**src/rtl/umem_bank_arbiter_if.sv**
```systemverilog
// rtl/umem_bank_arbiter_if.sv - requester and memory-side signal bundle for umem_bank_arbiter
interface umem_bank_arbiter_if #(
    parameter int WIDTH = 32,
    parameter int NREQ  = 4
);
    logic [NREQ-1:0]       req_valid;
    logic [NREQ-1:0]       req_ready;
    logic [2*NREQ-1:0]     req_bank;
    logic [NREQ-1:0]       req_we;
    logic [WIDTH*NREQ-1:0] req_addr;
    logic [WIDTH*NREQ-1:0] req_wdata;
    logic [NREQ-1:0]       rsp_valid;
    logic [NREQ-1:0]       rsp_err;
    logic [WIDTH*NREQ-1:0] rsp_rdata;
    logic [3:0]            mem_we;
    logic [4*WIDTH-1:0]    mem_a;
    logic [4*WIDTH-1:0]    mem_wd;
    logic [4*WIDTH-1:0]    mem_rd;

    modport slave (
        input  req_valid, req_bank, req_we, req_addr, req_wdata, mem_rd,
        output req_ready, rsp_valid, rsp_err, rsp_rdata, mem_we, mem_a, mem_wd
    );

    modport master (
        output req_valid, req_bank, req_we, req_addr, req_wdata, mem_rd,
        input  req_ready, rsp_valid, rsp_err, rsp_rdata, mem_we, mem_a, mem_wd
    );
endinterface

```
**src/rtl/umem_bank_arbiter.sv**
```systemverilog
// rtl/umem_bank_arbiter.sv - per-bank round-robin arbiter onto the four memory banks
// Optional UMEM_ARB_STATS_EN adds per-bank saturating grant/conflict counters.
module umem_bank_arbiter #(
    parameter int WIDTH  = 32,
    parameter int NREQ   = 4,
    parameter int DEPTH0 = 1024,
    parameter int DEPTH1 = 32,
    parameter int DEPTH2 = 1024,
    parameter int DEPTH3 = 512
) (
    input  logic              clk,
    input  logic              rst_n,
    umem_bank_arbiter_if.slave bus
`ifdef UMEM_ARB_STATS_EN
    ,
    output logic [4*16-1:0]   stat_grants,
    output logic [4*16-1:0]   stat_conflicts
`endif
);
    localparam int PW      = (NREQ > 1) ? $clog2(NREQ) : 1;
    localparam int B2_BITS = 5;

    function automatic logic [WIDTH:0] depth_of(input int b);
        case (b)
            0:       return (WIDTH+1)'(DEPTH0);
            1:       return (WIDTH+1)'(DEPTH1);
            2:       return (WIDTH+1)'(DEPTH2);
            default: return (WIDTH+1)'(DEPTH3);
        endcase
    endfunction

    logic [1:0]       bank_of  [NREQ];
    logic [WIDTH-1:0] addr_of  [NREQ];
    logic [WIDTH-1:0] wdata_of [NREQ];
    logic [PW-1:0]    rr_ptr   [4];
    logic [PW-1:0]    gnt_idx  [4];
    logic [3:0]       gnt_vld;
    logic [3:0]       gnt_oor;
    logic [3:0]       multi_cand;
    logic [WIDTH-1:0] rd_ext   [4];

    always_comb begin
        for (int i = 0; i < NREQ; i++) begin
            bank_of[i]  = bus.req_bank[2*i +: 2];
            addr_of[i]  = bus.req_addr[WIDTH*i +: WIDTH];
            wdata_of[i] = bus.req_wdata[WIDTH*i +: WIDTH];
        end
    end

    // Scan upward from rr_ptr; the first matching requester wins the bank.
    always_comb begin
        int            sum;
        int            cnt;
        logic          found;
        logic [PW-1:0] idx;
        gnt_vld    = '0;
        gnt_oor    = '0;
        multi_cand = '0;
        for (int b = 0; b < 4; b++) begin
            gnt_idx[b] = '0;
            cnt        = 0;
            found      = 1'b0;
            for (int k = 0; k < NREQ; k++) begin
                sum = int'(rr_ptr[b]) + k;
                if (sum >= NREQ) sum = sum - NREQ;
                idx = PW'(sum);
                if (bus.req_valid[idx] && bank_of[idx] == 2'(b)) begin
                    cnt = cnt + 1;
                    if (!found) begin
                        found      = 1'b1;
                        gnt_idx[b] = idx;
                    end
                end
            end
            gnt_vld[b]    = found & rst_n;
            gnt_oor[b]    = {1'b0, addr_of[gnt_idx[b]]} >= depth_of(b);
            multi_cand[b] = (cnt >= 2);
        end
    end

    always_comb begin
        bus.mem_we = '0;
        bus.mem_a  = '0;
        bus.mem_wd = '0;
        for (int b = 0; b < 4; b++) begin
            if (gnt_vld[b]) begin
                bus.mem_a[b*WIDTH +: WIDTH]  = addr_of[gnt_idx[b]];
                bus.mem_wd[b*WIDTH +: WIDTH] = wdata_of[gnt_idx[b]];
                bus.mem_we[b]                = bus.req_we[gnt_idx[b]] & ~gnt_oor[b];
            end
        end
    end

    always_comb begin
        bus.req_ready = '0;
        for (int i = 0; i < NREQ; i++) begin
            if (gnt_vld[bank_of[i]] && gnt_idx[bank_of[i]] == PW'(i))
                bus.req_ready[i] = 1'b1;
        end
    end

    // Bank 2 holds only 5 significant bits; upper read bits are not trusted.
    logic unused_b2_hi;
    assign unused_b2_hi = ^bus.mem_rd[2*WIDTH+B2_BITS +: WIDTH-B2_BITS];

    always_comb begin
        for (int b = 0; b < 4; b++) begin
            if (b == 2)
                rd_ext[b] = {{(WIDTH-B2_BITS){1'b0}}, bus.mem_rd[b*WIDTH +: B2_BITS]};
            else
                rd_ext[b] = bus.mem_rd[b*WIDTH +: WIDTH];
        end
    end

    always_ff @(posedge clk or negedge rst_n) begin
        if (!rst_n) begin
            for (int b = 0; b < 4; b++) rr_ptr[b] <= '0;
            bus.rsp_valid <= '0;
            bus.rsp_err   <= '0;
            bus.rsp_rdata <= '0;
        end else begin
            for (int b = 0; b < 4; b++) begin
                if (gnt_vld[b])
                    rr_ptr[b] <= (gnt_idx[b] == PW'(NREQ-1)) ? '0 : gnt_idx[b] + PW'(1);
            end
            for (int i = 0; i < NREQ; i++) begin
                bus.rsp_valid[i] <= bus.req_ready[i];
                bus.rsp_err[i]   <= bus.req_ready[i] & gnt_oor[bank_of[i]];
                if (bus.req_ready[i] && !bus.req_we[i] && !gnt_oor[bank_of[i]])
                    bus.rsp_rdata[WIDTH*i +: WIDTH] <= rd_ext[bank_of[i]];
                else
                    bus.rsp_rdata[WIDTH*i +: WIDTH] <= '0;
            end
        end
    end

`ifdef UMEM_ARB_STATS_EN
    logic [15:0] grants_q [4];
    logic [15:0] confl_q  [4];

    always_ff @(posedge clk or negedge rst_n) begin
        if (!rst_n) begin
            for (int b = 0; b < 4; b++) begin
                grants_q[b] <= '0;
                confl_q[b]  <= '0;
            end
        end else begin
            for (int b = 0; b < 4; b++) begin
                if (gnt_vld[b] && grants_q[b] != 16'hFFFF)
                    grants_q[b] <= grants_q[b] + 16'd1;
                if (multi_cand[b] && confl_q[b] != 16'hFFFF)
                    confl_q[b] <= confl_q[b] + 16'd1;
            end
        end
    end

    always_comb begin
        for (int b = 0; b < 4; b++) begin
            stat_grants[b*16 +: 16]    = grants_q[b];
            stat_conflicts[b*16 +: 16] = confl_q[b];
        end
    end
`else
    logic unused_multi;
    assign unused_multi = ^multi_cand;
`endif
endmodule

```
**src/flat_wrapper.sv**
```systemverilog
// flat-port wrapper written by rule: the top's interface ports become plain ports
module umem_bank_arbiter_flat 
#(
    parameter int WIDTH  = 32,
    parameter int NREQ   = 4,
    parameter int DEPTH0 = 1024,
    parameter int DEPTH1 = 32,
    parameter int DEPTH2 = 1024,
    parameter int DEPTH3 = 512
)
  (clk, rst_n, bus_req_valid, bus_req_bank, bus_req_we, bus_req_addr, bus_req_wdata, bus_mem_rd, bus_req_ready, bus_rsp_valid, bus_rsp_err, bus_rsp_rdata, bus_mem_we, bus_mem_a, bus_mem_wd);
  umem_bank_arbiter_if #(.WIDTH(WIDTH), .NREQ(NREQ)) bus_i ();
  input  logic clk;
  input  logic rst_n;
  input wire logic [$bits(bus_i.req_valid)-1:0] bus_req_valid;
  input wire logic [$bits(bus_i.req_bank)-1:0] bus_req_bank;
  input wire logic [$bits(bus_i.req_we)-1:0] bus_req_we;
  input wire logic [$bits(bus_i.req_addr)-1:0] bus_req_addr;
  input wire logic [$bits(bus_i.req_wdata)-1:0] bus_req_wdata;
  input wire logic [$bits(bus_i.mem_rd)-1:0] bus_mem_rd;
  output wire logic [$bits(bus_i.req_ready)-1:0] bus_req_ready;
  output wire logic [$bits(bus_i.rsp_valid)-1:0] bus_rsp_valid;
  output wire logic [$bits(bus_i.rsp_err)-1:0] bus_rsp_err;
  output wire logic [$bits(bus_i.rsp_rdata)-1:0] bus_rsp_rdata;
  output wire logic [$bits(bus_i.mem_we)-1:0] bus_mem_we;
  output wire logic [$bits(bus_i.mem_a)-1:0] bus_mem_a;
  output wire logic [$bits(bus_i.mem_wd)-1:0] bus_mem_wd;
  assign bus_i.req_valid = bus_req_valid;
  assign bus_i.req_bank = bus_req_bank;
  assign bus_i.req_we = bus_req_we;
  assign bus_i.req_addr = bus_req_addr;
  assign bus_i.req_wdata = bus_req_wdata;
  assign bus_i.mem_rd = bus_mem_rd;
  assign bus_req_ready = bus_i.req_ready;
  assign bus_rsp_valid = bus_i.rsp_valid;
  assign bus_rsp_err = bus_i.rsp_err;
  assign bus_rsp_rdata = bus_i.rsp_rdata;
  assign bus_mem_we = bus_i.mem_we;
  assign bus_mem_a = bus_i.mem_a;
  assign bus_mem_wd = bus_i.mem_wd;
  umem_bank_arbiter #(.WIDTH(WIDTH), .NREQ(NREQ), .DEPTH0(DEPTH0), .DEPTH1(DEPTH1), .DEPTH2(DEPTH2), .DEPTH3(DEPTH3)) u_core (.clk(clk), .rst_n(rst_n), .bus(bus_i));
endmodule
```
**config.mk**
```make
export PLATFORM = sky130hd
export DESIGN_NAME = umem_bank_arbiter_flat
export DESIGN_NICKNAME = d
export VERILOG_FILES = /design/src/rtl/umem_bank_arbiter_if.sv /design/src/rtl/umem_bank_arbiter.sv /design/src/flat_wrapper.sv
export SDC_FILE = /design/constraint.sdc
export NUM_CORES = 1
export LEC_CHECK = 0
export CORE_AREA = 5 5 313 315
export DETAILED_ROUTE_END_ITERATION = 6
export DIE_AREA = 0 0 318 320
export PLACE_DENSITY = 0.4
export SYNTH_ARGS = -nofsm -noshare
export SYNTH_HDL_FRONTEND = slang
export SYNTH_SLANG_ARGS = --single-unit
```
**constraint.sdc**
```tcl
create_clock -name clk -period 6.2 [get_ports clk]
set_input_delay 1.24 -clock clk [delete_from_list [all_inputs] [get_ports clk]]
set_output_delay 1.24 -clock clk [all_outputs]
set_load 0.02 [all_outputs]
```
==> metrics <==
status complete, but fails checks; DR vias about 23000; Met3 Wirelength 10500 um; Final Wtd Congestion approximately 0.91; type of the tightest min-delay check input pin to asynchronous set/reset pin; critical path type input pin to primary output; Post-Synthesis Cells 2242; ANT nets after route 0; max-cap violations 0; max frequency ~170 MHz; wire per inst 29.6 um; Total GRT Usage 0.239; final setup vio count 0; Die Area 102000 sq um; Post-Route M1 WL 52100 um; Tcrit/Tclk final 0.973; FF+latch count, synth 144; Worst Max-Slew Pin Slew ~1.1 ns; Worst VDD drop ~0.21 mV; highest metal used met5; crit path launch bus_req_bank[4]; total CTS buffers 17; fillcell total 9956; Yosys top cell area share 0.200; Yosys cell types 85; # clock sinks 144; number of synthesized flops with an enable pin 0; CTS tree done; asr flop ratio synth 1.00; CP Data Arrival Time 4.79 ns; Rel. slew slack 0.290; adder-cell share of the synthesized area 0.00277; H-tree levels 4; Core ar. about 95000 sq um; failing checks design-rule violations; first-pass GRT wire length 183000 um; vias in the first global route 23700; Synth area leaders dfrtp_1, a211oi_1, mux2i_1; # DRC 3; RSZ-0062 raised after global routing no; routed wl met2 about 63000 um; Leak Pwr 0.0127 uW; Area growth syn-to-layout 68.7%; Crit path buffers/inverters 6; Mapped Area approximately 18000 sq um; multi-input logic area 13600 sq um; initial antenna violation count 53; later-pin clock latency in the skew report 0.45 ns; Tmin final a little over 6 ns; power per cell area 297 nW/um^2; Fin Clk Skew 0.0241 ns; Worst Path Max Fanout 7; register area 3600 sq um; CP Capture Type primary output; drt total wl 130000 um; largest net degree at the start of global routing 67; crit path max-delay cell type mux4_2; final hold viol count 0; Worst path top cell family by delay simple AND/OR/NAND/NOR gates; PortBufs 774; sequential fraction of the synthesis area 0.200; Synth Area in Simple Gates 0.249; Synth warnings 0; routed vias/inst 5.34; DRT iter0 DRCs 2031; layout cells sized above 1 0.215; Pins Over Slew Limit 0; Setup WS pre-CTS -0.557 ns; Worst R2R Path Depth 16; IO Count 802; Synth Area in XOR/XNOR 0.00146; CTS clk-pin slew, worst paths 0.08 ns; reg2reg end u_core.bus.rsp_rdata[12]$_DFF_PN0_; Max clock buf depth 2; leading area contributor after synthesis dfrtp_1; Starting Density 0.191; critical path required time slightly below 5 ns; Synth Flop Type dfrtp_1; DP Wirelength 99200 um; R2R Setup Slk 1.61 ns; Die Width 318 um; fin util 0.322; Worst Slack Setup Final 0.170 ns; largest family of logic cells by synthesized area compound AO/OA/AOI/OAI gates; mux share of post-synthesis cell area 0.211; Placement Rows 113; Mapped Nets between 2000 and 3000; RR Startpoint u_core.rr_ptr[7]$_DFFE_PN0P_; drt pass-1 iters 7; crit-path cells dlygate4sd2_1, buf_4, and3_1, mux4_2, ha_2, nor2b_1, o221ai_1, a21oi_1, o21ai_1, buf_4, and2_4, buf_6, a222oi_1, nor3b_2, and4_1, buf_6, buf_12; net count of the finished layout 3471; die height 320 um; CTS root buf clkbuf_16; Startpoint Class input pin; total grt overflow 0; Avg Synthesized Cell Area ~8 sq um; max incr delay on CP roughly 0.46 ns; Compound-Gate Fraction of Synth Area 0.270
==> cell usage in the layout (no fill, tap or decap), types with 14 or more instances in the layout <==
cell type	Yosys	final
buf_12	0	78
a22oi_1	64	64
nor4b_1	14	14
diode_2	0	40
dlygate4sd2_1	0	117
nand2_1	265	264
a211oi_1	324	309
a21oi_1	26	24
o21ai_0	19	16
a311oi_1	58	54
nor2b_1	72	72
nor4_2	29	27
mux2_2	128	127
nor3_1	25	25
nand3_1	21	21
mux2i_1	207	207
dfrtp_1	144	144
inv_1	35	34
a221o_1	33	33
clkdlybuf4s50_1	0	550
a211oi_2	0	15
buf_4	1	277
and3_1	59	58
nor2_1	108	104
a222oi_1	34	34
and2_1	98	97
nor4_1	50	49
clkbuf_16	0	18
==> logic make-up (layout without fill, tap and decap cells) <==
group,count (synthesis),count (layout)
adders and majority gates,4,4
AOI/OAI and AO/OA,624,624
xor gates and xnor gates,3,3
DFF,144,144
and+or+nand+nor,817,817
muxes,348,348
other,0,40
buffers and inverters,302,1138
==> worst max-delay path by stage <==
stage,to,depth (start not counted)
floorplan,bus_mem_wd[10],13
global placement,bus_mem_wd[1],15
global route,bus_mem_we[3],17
CTS,bus_mem_a[30],16
finish,bus_mem_we[3],17
detailed placement,bus_mem_a[26],15
==> metal layers <==
| metal | vias up | global-route usage |
|---|---|---|
| met1 | 11700 | 0.294 |
| met4 | 8 | 0.0847 |
| met3 | 171 | 0.0619 |
| li1 | 10400 | - |
| met2 | 1182 | 0.408 |
| met5 | - | 0 |
==> synth_stat cells, types with 19 or more instances <==
cell type	count
a211oi_1	324
nand2_1	265
clkbuf_1	210
mux2i_1	207
dfrtp_1	144
mux2_2	128
nor2_1	108
and2_1	98
nor2b_1	72
a22oi_1	64
and3_1	59
a311oi_1	58
nor4_1	50
inv_1	35
a222oi_1	34
a221o_1	33
nor4_2	29
buf_1	27
a21oi_1	26
nor3_1	25
buf_2	24
nand3_1	21
o21ai_0	19
==> layout make-up <==
type,count,share of cell area
Tap cell,1265,0.0520
Antenna cell,40,0.00329
Inverter,35,0.00432
Clock inverter,15,0.00613
Sequential cell,144,0.118
Clock buffer,17,0.0140
Multi-Input combinational cell,1796,0.448
Timing Repair Buffer,1071,0.354
==> state kept, by name (all words and copies together) (netlist names) <==
| name | cells |
|---|---|
| u_core.bus.rsp_rdata | 128 |
| u_core.rr_ptr | 8 |
| u_core.bus.rsp_err | 4 |
| u_core.bus.rsp_valid | 4 |
==> through the flow <==
| step | cell area (sq um) | hold WS, ns | setup TNS [ns] | instances | total power [uW] |
|---|---|---|---|---|---|
| 5_1_grt | 30400 | 0.626 | 0 | 4377 | 9480 |
| 3_5_place_dp | 29300 | 0.752 | -34.31 | 4290 | 7530 |
| 4_1_cts | 30200 | 0.621 | -0.0755 | 4339 | 8990 |
| 6_report | 30400 | 0.648 | 0 | 4383 | 9020 |
| 3_3_place_gp | 29300 | 0.743 | -32.68 | 4290 | 7510 |
| 2_1_floorplan | 18000 | 0.735 | 0 | 2242 | 4040 |
==> power by group <==
group	leakage [uW]	internal, uW	switching, uW
Combinational	0.0104	3010	3810
Sequential	0.00199	976	116
Clock	0.000295	614	496
==> what timing repair did <==
item / in CTS / in global routing
endpoints found under the hold margin: 0 / 0
setup buffers: 14 / 3
gates cloned: 3 / 1
hold buffers: 0 / 0
resized for setup: 204 / 26
setup endpoints to repair: 170 / 139
pin swaps: 17 / 8
No activity file was read; power rests on OpenSTA's default activity.
